### src/rtl/mem_stage_pkg.sv
// Shared pipeline package: inter-stage bus widths, field offsets and layouts.
package mem_stage_pkg;

   localparam int DATA_W       = 32;
   localparam int EX_MEM_BUS_W = 124;
   localparam int MEM_WB_BUS_W = 118;
   localparam int MEM_ID_BUS_W = 38;

   // EX->MEM bus field offsets (LSB of each field)
   localparam int EM_PC_LSB      = 92;
   localparam int EM_RES_MEM_BIT = 91;
   localparam int EM_RF_WE_BIT   = 90;
   localparam int EM_WADDR_LSB   = 85;
   localparam int EM_ALU_LSB     = 53;
   localparam int EM_RKD_LSB     = 21;
   localparam int EM_ADDR_LSB    = 19;
   localparam int EM_OP_B_BIT    = 18;
   localparam int EM_OP_H_BIT    = 17;
   localparam int EM_OP_U_BIT    = 16;
   localparam int EM_CSR_RE_BIT  = 15;
   localparam int EM_CSR_WE_BIT  = 14;
   localparam int EM_CSR_NUM_LSB = 0;

   // MEM->WB bus field offsets
   localparam int MW_PC_LSB      = 86;
   localparam int MW_RF_WE_BIT   = 85;
   localparam int MW_WADDR_LSB   = 80;
   localparam int MW_RESULT_LSB  = 48;
   localparam int MW_RKD_LSB     = 16;
   localparam int MW_CSR_RE_BIT  = 15;
   localparam int MW_CSR_WE_BIT  = 14;
   localparam int MW_CSR_NUM_LSB = 0;

   // MEM->ID forwarding bus field offsets
   localparam int MI_RF_WE_BIT  = 37;
   localparam int MI_WADDR_LSB  = 32;
   localparam int MI_RESULT_LSB = 0;

   // Packed layouts, first member is the MSB field
   typedef struct packed {
      logic [31:0] pc;
      logic        res_from_mem;
      logic        rf_we;
      logic [4:0]  rf_waddr;
      logic [31:0] alu_result;
      logic [31:0] rkd_value;
      logic [1:0]  addr_low;
      logic        op_b;
      logic        op_h;
      logic        op_u;
      logic        csr_re;
      logic        csr_we;
      logic [13:0] csr_num;
   } ex_mem_bus_t;

   typedef struct packed {
      logic [31:0] pc;
      logic        rf_we;
      logic [4:0]  rf_waddr;
      logic [31:0] final_result;
      logic [31:0] rkd_value;
      logic        csr_re;
      logic        csr_we;
      logic [13:0] csr_num;
   } mem_wb_bus_t;

   typedef struct packed {
      logic        rf_we;
      logic [4:0]  rf_waddr;
      logic [31:0] final_result;
   } mem_id_bus_t;

endpackage

### src/rtl/mem_stage_load_align.sv
// Load data extraction: picks byte/halfword/word from the read word and extends it.
module mem_load_align
   import mem_stage_pkg::*;
(
   input  logic [DATA_W-1:0] raw_rdata,
   input  logic [1:0]        addr_low,
   input  logic              op_b,
   input  logic              op_h,
   input  logic              op_u,
   output logic [DATA_W-1:0] data
);

   logic signed [7:0]  byte_s;
   logic signed [15:0] half_s;

   // Lane select plus sign/zero extension
   always_comb begin
      byte_s = '0;
      half_s = '0;
      data   = raw_rdata;
      case (addr_low)
         2'd0:    byte_s = raw_rdata[7:0];
         2'd1:    byte_s = raw_rdata[15:8];
         2'd2:    byte_s = raw_rdata[23:16];
         default: byte_s = raw_rdata[31:24];
      endcase
      half_s = addr_low[1] ? raw_rdata[31:16] : raw_rdata[15:0];
      if (op_b) begin
         data = op_u ? {24'b0, byte_s} : DATA_W'(byte_s);
      end else if (op_h) begin
         data = op_u ? {16'b0, half_s} : DATA_W'(half_s);
      end
   end

endmodule

### src/rtl/mem_stage.sv
// MEM pipeline stage: holds one instruction, aligns load data and keeps the
// SRAM read word in a buffer while WB stalls so the result stays stable.
module mem_stage
   import mem_stage_pkg::*;
(
   input  logic                    clk,
   input  logic                    reset,
   input  logic                    ex_to_mem_valid,
   input  logic [EX_MEM_BUS_W-1:0] ex_to_mem_bus,
   output logic                    mem_allowin,
   input  logic [DATA_W-1:0]       data_sram_rdata,
   input  logic                    wb_allowin,
   output logic                    mem_to_wb_valid,
   output logic [MEM_WB_BUS_W-1:0] mem_to_wb_bus,
   output logic [MEM_ID_BUS_W-1:0] mem_to_id_bus
);

   ex_mem_bus_t        ex_in;
   ex_mem_bus_t        payload_q, payload_d;
   logic               mem_valid_q, mem_valid_d;
   logic               first_cycle_q, first_cycle_d;
   logic               buf_valid_q, buf_valid_d;
   logic [DATA_W-1:0]  rdata_buf_q, rdata_buf_d;
   logic               mem_ready_go;
   logic               capture;
   logic               buf_load;
   logic               rf_we_g;
   logic [DATA_W-1:0]  raw_rdata;
   logic [DATA_W-1:0]  load_data;
   logic [DATA_W-1:0]  final_result;
   mem_wb_bus_t        wb_out;
   mem_id_bus_t        id_out;

   assign ex_in           = ex_mem_bus_t'(ex_to_mem_bus);
   assign mem_ready_go    = 1'b1;
   assign mem_allowin     = ~mem_valid_q | (mem_ready_go & wb_allowin);
   assign mem_to_wb_valid = mem_valid_q & mem_ready_go;
   assign capture         = ex_to_mem_valid & mem_allowin;
   // The SRAM word is only valid in the first cycle; keep it if WB refuses it then.
   assign buf_load        = mem_valid_q & first_cycle_q & payload_q.res_from_mem
                            & ~wb_allowin & ~buf_valid_q;

   // Next-state for handshake, payload and read-data buffer
   always_comb begin
      mem_valid_d   = mem_valid_q;
      payload_d     = payload_q;
      first_cycle_d = capture;
      buf_valid_d   = buf_valid_q;
      rdata_buf_d   = rdata_buf_q;
      if (mem_allowin) mem_valid_d = ex_to_mem_valid;
      if (capture) begin
         payload_d   = ex_in;
         buf_valid_d = 1'b0;
      end else if (buf_load) begin
         buf_valid_d = 1'b1;
      end
      if (buf_load) rdata_buf_d = data_sram_rdata;
   end

   // State registers with synchronous reset
   always_ff @(posedge clk) begin
      if (reset) begin
         mem_valid_q   <= 1'b0;
         first_cycle_q <= 1'b0;
         buf_valid_q   <= 1'b0;
         rdata_buf_q   <= '0;
         payload_q     <= '0;
      end else begin
         mem_valid_q   <= mem_valid_d;
         first_cycle_q <= first_cycle_d;
         buf_valid_q   <= buf_valid_d;
         rdata_buf_q   <= rdata_buf_d;
         payload_q     <= payload_d;
      end
   end

   assign raw_rdata = first_cycle_q ? data_sram_rdata : rdata_buf_q;

   mem_load_align u_align (
      .raw_rdata (raw_rdata),
      .addr_low  (payload_q.addr_low),
      .op_b      (payload_q.op_b),
      .op_h      (payload_q.op_h),
      .op_u      (payload_q.op_u),
      .data      (load_data)
   );

   assign final_result = payload_q.res_from_mem ? load_data : payload_q.alu_result;
   assign rf_we_g      = payload_q.rf_we & mem_valid_q;

   assign wb_out.pc           = payload_q.pc;
   assign wb_out.rf_we        = rf_we_g;
   assign wb_out.rf_waddr     = payload_q.rf_waddr;
   assign wb_out.final_result = final_result;
   assign wb_out.rkd_value    = payload_q.rkd_value;
   assign wb_out.csr_re       = payload_q.csr_re;
   assign wb_out.csr_we       = payload_q.csr_we;
   assign wb_out.csr_num      = payload_q.csr_num;
   assign mem_to_wb_bus       = wb_out;

   assign id_out.rf_we        = rf_we_g;
   assign id_out.rf_waddr     = payload_q.rf_waddr;
   assign id_out.final_result = final_result;
   assign mem_to_id_bus       = id_out;

endmodule

### config.mk
export PLATFORM = sky130hd
export DESIGN_NAME = mem_stage
export DESIGN_NICKNAME = d
export VERILOG_FILES = /design/src/rtl/mem_stage_pkg.sv /design/src/rtl/mem_stage_load_align.sv /design/src/rtl/mem_stage.sv
export SDC_FILE = /design/constraint.sdc
export NUM_CORES = 1
export LEC_CHECK = 0
export ABC_AREA = 1
export BUFFER_PORTS_ARGS = -buffer_cell sky130_fd_sc_hd__clkbuf_2
export CORE_MARGIN = 10
export CORE_UTILIZATION = 50
export DETAILED_ROUTE_END_ITERATION = 10
export HOLD_SLACK_MARGIN = 0.05
export PLACE_DENSITY = 0.86
export SYNTH_ARGS = -nofsm -noshare
export SYNTH_HDL_FRONTEND = slang
export SYNTH_HIERARCHICAL = 1
export SYNTH_SLANG_ARGS = --single-unit
### constraint.sdc
create_clock -name clk -period 2.8 [get_ports clk]
set_input_delay 0.14 -clock clk [delete_from_list [all_inputs] [get_ports clk]]
set_output_delay 0.14 -clock clk [all_outputs]
set_load 0.01 [all_outputs]
=== Word level (Yosys, flattened, before mapping) ===
Index checks and enable logic that the tools add are counted.
W data, S select, Z words.

* Word-level logic and storage cells: 39
* Input port bits: 160
* Register bits: 159

* Reductions and logical operators: 2
* Muxes and demuxes: 8
* Bitwise operators: 10
* Equal/unequal tests: 2

{| class="wikitable"
|+ Operators with widths
! operator !! number
|-
| $mux W32 || 6
|-
| $pmux W8 S3 || 1
|-
| $mux W16 || 1
|-
| $and A1 B1 Y1 || 6
|-
| $not A1 Y1 || 3
|-
| $eq A2 B1 Y1 const B || 1
|-
| $eq A2 B2 Y1 const B || 1
|-
| $logic_not A2 Y1 || 1
|-
| $reduce_or A2 Y1 || 1
|-
| $or A1 B1 Y1 || 1
|}

=== Longest topological paths before layout ===
* Word-level depth: 6
* Depth in mapped cells: 14

=== Cells and area by module ===
The synthesis kept the hierarchy.

{| class="wikitable"
|+ Modules (own cells, without submodules)
! module !! sequential area each (µm²) !! cells an instance !! area each (µm²) !! instances
|-
| mem_stage || 3183.1 || 1017 || 7238.2 || 1
|-
| mem_load_align || 0.0 || 198 || 895.9 || 1
|}

=== Worst setup path after synthesis ===
No wires, ideal clock.

* Path kind: register to output
* Start point: reg first_cycle_q
* End point: out mem_to_wb_bus[78]
* Data arrival time: 1.901 ns
* Cell stages (with the launch flop): 15
* Required time: 2.660 ns
* Path buffers: 4
* Slack: 0.759 ns
* Cells stage by stage: dfxtp_1 > buf_2 > buf_2 > nor2_1 > a21oi_1 > nand2_1 > nand2_1 > nand3_2 > buf_2 > nand2_1 > nand2_1 > nand2_1 > nand2_1 > o21ai_0 > buf_4

* Cells in the longest elaborated chain, start to end: 6

{| class="wikitable"
|+ Ends and longest elaborated chain
! element !! line !! source
|-
| start: declaration || mem_stage.sv:21 || <nowiki>logic first_cycle_q, first_cycle_d;</nowiki>
|-
| start signal: assignment || mem_stage.sv:70 || <nowiki>first_cycle_q <= first_cycle_d;</nowiki>
|-
| $mux W32 (*) || mem_stage.sv:77 || <nowiki>assign raw_rdata = first_cycle_q ? data_sram_rdata : rdata_buf_q;</nowiki>
|-
| net raw_rdata[15] || mem_stage.sv:28 || <nowiki>logic [DATA_W-1:0] raw_rdata;</nowiki>
|-
| $mux W16 || mem_stage_load_align.sv:27 || <nowiki>half_s = addr_low[1] ? raw_rdata[31:16] : raw_rdata[15:0];</nowiki>
|-
| $mux W32 || mem_stage_load_align.sv:31 || <nowiki>data = op_u ? {16'b0, half_s} : DATA_W'(half_s);</nowiki>
|-
| $mux W32 || mem_stage_load_align.sv:30 || <nowiki>end else if (op_h) begin</nowiki>
|-
| $mux W32 (*) || mem_stage_load_align.sv:28 || <nowiki>if (op_b) begin</nowiki>
|-
| net load_data[30] || mem_stage.sv:29 || <nowiki>logic [DATA_W-1:0] load_data;</nowiki>
|-
| $mux W32 (*) || mem_stage.sv:88 || <nowiki>assign final_result = payload_q.res_from_mem ? load_data : payload_q.alu_result;</nowiki>
|-
| end: declaration || mem_stage.sv:14 || <nowiki>output logic [MEM_WB_BUS_W-1:0] mem_to_wb_bus,</nowiki>
|}

The timed path passes the listed nets; every way through them passes the cells marked *.

=== Final worst setup path ===
* Start point: reg payload_q[20] (netlist bit)
* End point: out mem_to_id_bus[13]

* Cells in the longest elaborated chain, start to end: 5

{| class="wikitable"
|+ Ends and longest elaborated chain
! element !! line !! source
|-
| start: declaration || mem_stage.sv:19 || <nowiki>ex_mem_bus_t payload_q, payload_d;</nowiki>
|-
| start signal: assignment || mem_stage.sv:73 || <nowiki>payload_q <= payload_d;</nowiki>
|-
| $eq A2 B2 Y1, or another cell as far along || mem_stage_load_align.sv:21 || <nowiki>case (addr_low)</nowiki>
|-
| $pmux W8 S3 / $mux W32 (equally long branches) || mem_stage_load_align.sv:21, mem_stage_load_align.sv:31 ||
|-
| $mux W32 (on tied branches) || mem_stage_load_align.sv:29, mem_stage_load_align.sv:30 ||
|-
| $mux W32 (*) || mem_stage_load_align.sv:28 ||
|-
| net load_data[13] || mem_stage.sv:29 ||
|-
| $mux W32 (*) || mem_stage.sv:88 ||
|-
| end: declaration || mem_stage.sv:15 || <nowiki>output logic [MEM_ID_BUS_W-1:0] mem_to_id_bus</nowiki>
|}

Marks and branches as above.

==> results.md <==
- Area growth syn-to-layout: 34.92%
- Fillers: around 1200
- Register area: approximately 0.0032 mm²
- Primary FF master, synth: dfxtp_1
- Fmax achieved: around 390 MHz
- Post-CTS setup buffer count: 0
- Crit share post-route: 0.9218
- Max-slew violation count: 0
- Placed Cells: approximately 1600
- Root buffer cell: clkbuf_16
- Post-Syn Area: 0.008134 mm²
- Total power: 0.005959 W
- CP Capture Type: primary output
- Dpl cell area: around 0.0088 mm²
- Pre-Repair DR Iteration Count: 6
- Commonest non-fill, non-tap cells in the layout: 419 x nand2_1, 317 x clkbuf_2, 157 x dfxtp_1, 153 x dlygate4sd3_1, 107 x nor2_1
- Worst path required time: roughly 2.7 ns
- Post-Syn Instances: between 1000 and 1500
- Worst-skew pair later-pin latency: roughly 0.44 ns
- Seq pwr share: 0.412
- # nets final: between 1500 and 2000
- Clock buffer depth: 2
- Final setup violation count: 0
- Initial antenna violation count: 6
- Status: complete, no violations
- Die area: ~0.022 mm²
- CTS tree: yes
- Seq/Total Area, Yosys: 0.3913
- WL/cell: ~18 µm
- Hold WS: roughly 0.066 ns
- Final WL: between 30 and 40 mm
- HPWL Detailed: approximately 19 mm
- Commonest non-fill, non-tap cell in the layout: nand2_1
- Tmin final: around 2.6 ns
- Clock Power Share: 0.403
- Starting Density: 0.5102
- I/O Buffers: about 320
- Core Box Area: about 0.016 mm²
- Vias: slightly above 9000
- IO Pins: 318
- Syn avg cell area: between 6 and 7 µm²
- Fraction of layout cells with a size suffix above 1: 0.2505
- Setup CP Type: reg -> out
- Total of max-cap violations: 0
- Htree depth: 4
- DR iter-0 viols: ~950
- Post-synth EDFFs: 0
- Relative slew margins: 0.5651
- Worst vdd ir: roughly 420 µV
- Internal power: ~0.0041 W
- Die H: 147.5 µm
- Die X: approximately 150 µm
- Flops & latches, synth: ~160
- LEAKAGE: about 5.7 nW
- Reg clk slew, reported paths: about 0.070 ns
- Design Area, Final: ~0.011 mm²
- Yosys cell types: 21
- Syn_nets: 1375
- Vias per cell: 5.199
- First-pass GRT wire length: about 50 mm
- RSZ-0062 raised after global routing: false
- Tot GR Track Use: 0.2770
- Largest net degree at the start of global routing: 125
- GRT overflow: 0
- Min-Delay Path Class: in -> reg
- Startpoint types: flop
- Number of remaining DRC errors: 0
- Setup Skew: 0.01112 ns
- Final Hold Fails: 0
- Vias in the first global route: 9090
- Sw Ratio: 0.3044
- Power share of the combinational group: 0.185
- Area taken by multi-input logic gates: roughly 0.0033 mm²
- CP Data Arrival Time: between 2 and 2.5 ns
- Clock tree sinks: around 160
- Sw Pwr: 0.001814 W
- Crit Path Max Fanout: 16
- CTS buffer count: 17
- PD cells: 543.0 mW/mm²
- Non-Filler Instances: about 1800
- Setup TNS: 0 ns
- Site Rows: 46
- Remaining antenna violation count: 0
- Synth warn: 6
- Asr flop ratio synth: 0
- Final RePlAce weighted congestion: 0.9350
- Tightest Pin Transition: about 0.65 ns
## logic make-up after synthesis
logic type      synth area share
simple gates              0.3203
flops                     0.3913
buf+inv                   0.2032
compound gates           0.08522
## layer usage
layer	wire, µm	track usage	vias to the layer above
met2	15160	0.4657	614
met4	1699	0.1591	0
met5	0	0	-
met1	11400	0.3034	4121
met3	3393	0.08608	133
li1	-	-	4261
## path summary, 6_finish.rpt
path	startpoint	endpoint	slack (ns)	cells past startpoint
max	payload_q[20]$_SDFFE_PP0P_	mem_to_id_bus[13]	0.22	8
min	data_sram_rdata[1]	rdata_buf_q[1]$_SDFFE_PP0P_	0.07	5
max reg2reg	mem_to_wb_valid$_SDFFE_PP0P_	mem_to_id_bus[33]$_SDFFE_PP0P_	0.84	5
min reg2reg	payload_q[78]$_SDFFE_PP0P_	payload_q[78]$_SDFFE_PP0P_	0.47	2
## final cells by class
cell class | instances | area share
multi-input combinational | 779 | 0.3040
timing repair buffer | 481 | 0.2957
sequential | 159 | 0.2903
clock buffer | 18 | 0.04002
inverter | 82 | 0.02816
tap | 216 | 0.02463
clock inverter | 14 | 0.01562
antenna | 7 | 0.001596
## power by group through the flow
| stage | clock, W | combinational, W | sequential (W) |
|---|---|---|---|
| 6_report | 0.00240 | 0.00110 | 0.00245 |
| 5_1_grt | 0.00251 | 0.00120 | 0.00246 |
| 4_1_cts | 0.00241 | 0.00105 | 0.00244 |
| 3_5_place_dp | 0 | 0.000872 | 0.00249 |
| 3_3_place_gp | 0 | 0.000859 | 0.00249 |
| 2_1_floorplan | 0 | 0.000649 | 0.00247 |
## registers in the layout, summed over array words and instances (netlist names)
name / flops
buf_valid_q: 1
first_cycle_q: 1
mem_to_id_bus: 5
mem_to_wb_bus: 80
mem_to_wb_valid: 1
payload_q: 39
rdata_buf_q: 32
## Yosys cell counts, types with 7 or more instances
cell / instances / area share
nand2_2: 7 / 0.0054
a21oi_1: 40 / 0.025
inv_1: 78 / 0.036
nor2_1: 108 / 0.050
o21ai_0: 85 / 0.052
buf_6: 9 / 0.012
dfxtp_1: 159 / 0.39
buf_1: 7 / 0.0032
buf_4: 134 / 0.12
buf_2: 31 / 0.019
nand2_1: 419 / 0.19
nand3_1: 101 / 0.062
clkbuf_1: 15 / 0.0069
o211ai_1: 7 / 0.0065
## critical path, cell delays in order (launching register included)
cell,delay [ns]
dfxtp_1,0.48
nor2_2,0.39
nand2_2,0.10
nand3_2,0.17
nand3_2,0.28
nand2_1,0.14
nand2_1,0.07
o21ai_0,0.18
clkbuf_2,0.21
## stage by stage
step           utilization  setup WS, ns
3_5_place_dp        0.5507        0.6528
3_3_place_gp        0.5507        0.6668
6_report            0.6884        0.2190
5_1_grt             0.6882      0.004586
2_1_floorplan            -        0.7588
4_1_cts             0.6851        0.1790
## repair_timing
action / CTS / global route
hold endpoints to repair: 153 / 0
setup endpoints to repair: 0 / 8
hold buffers: 153 / 0
gates resized for setup: 0 / 6
(Power assumes the default switching activity.)
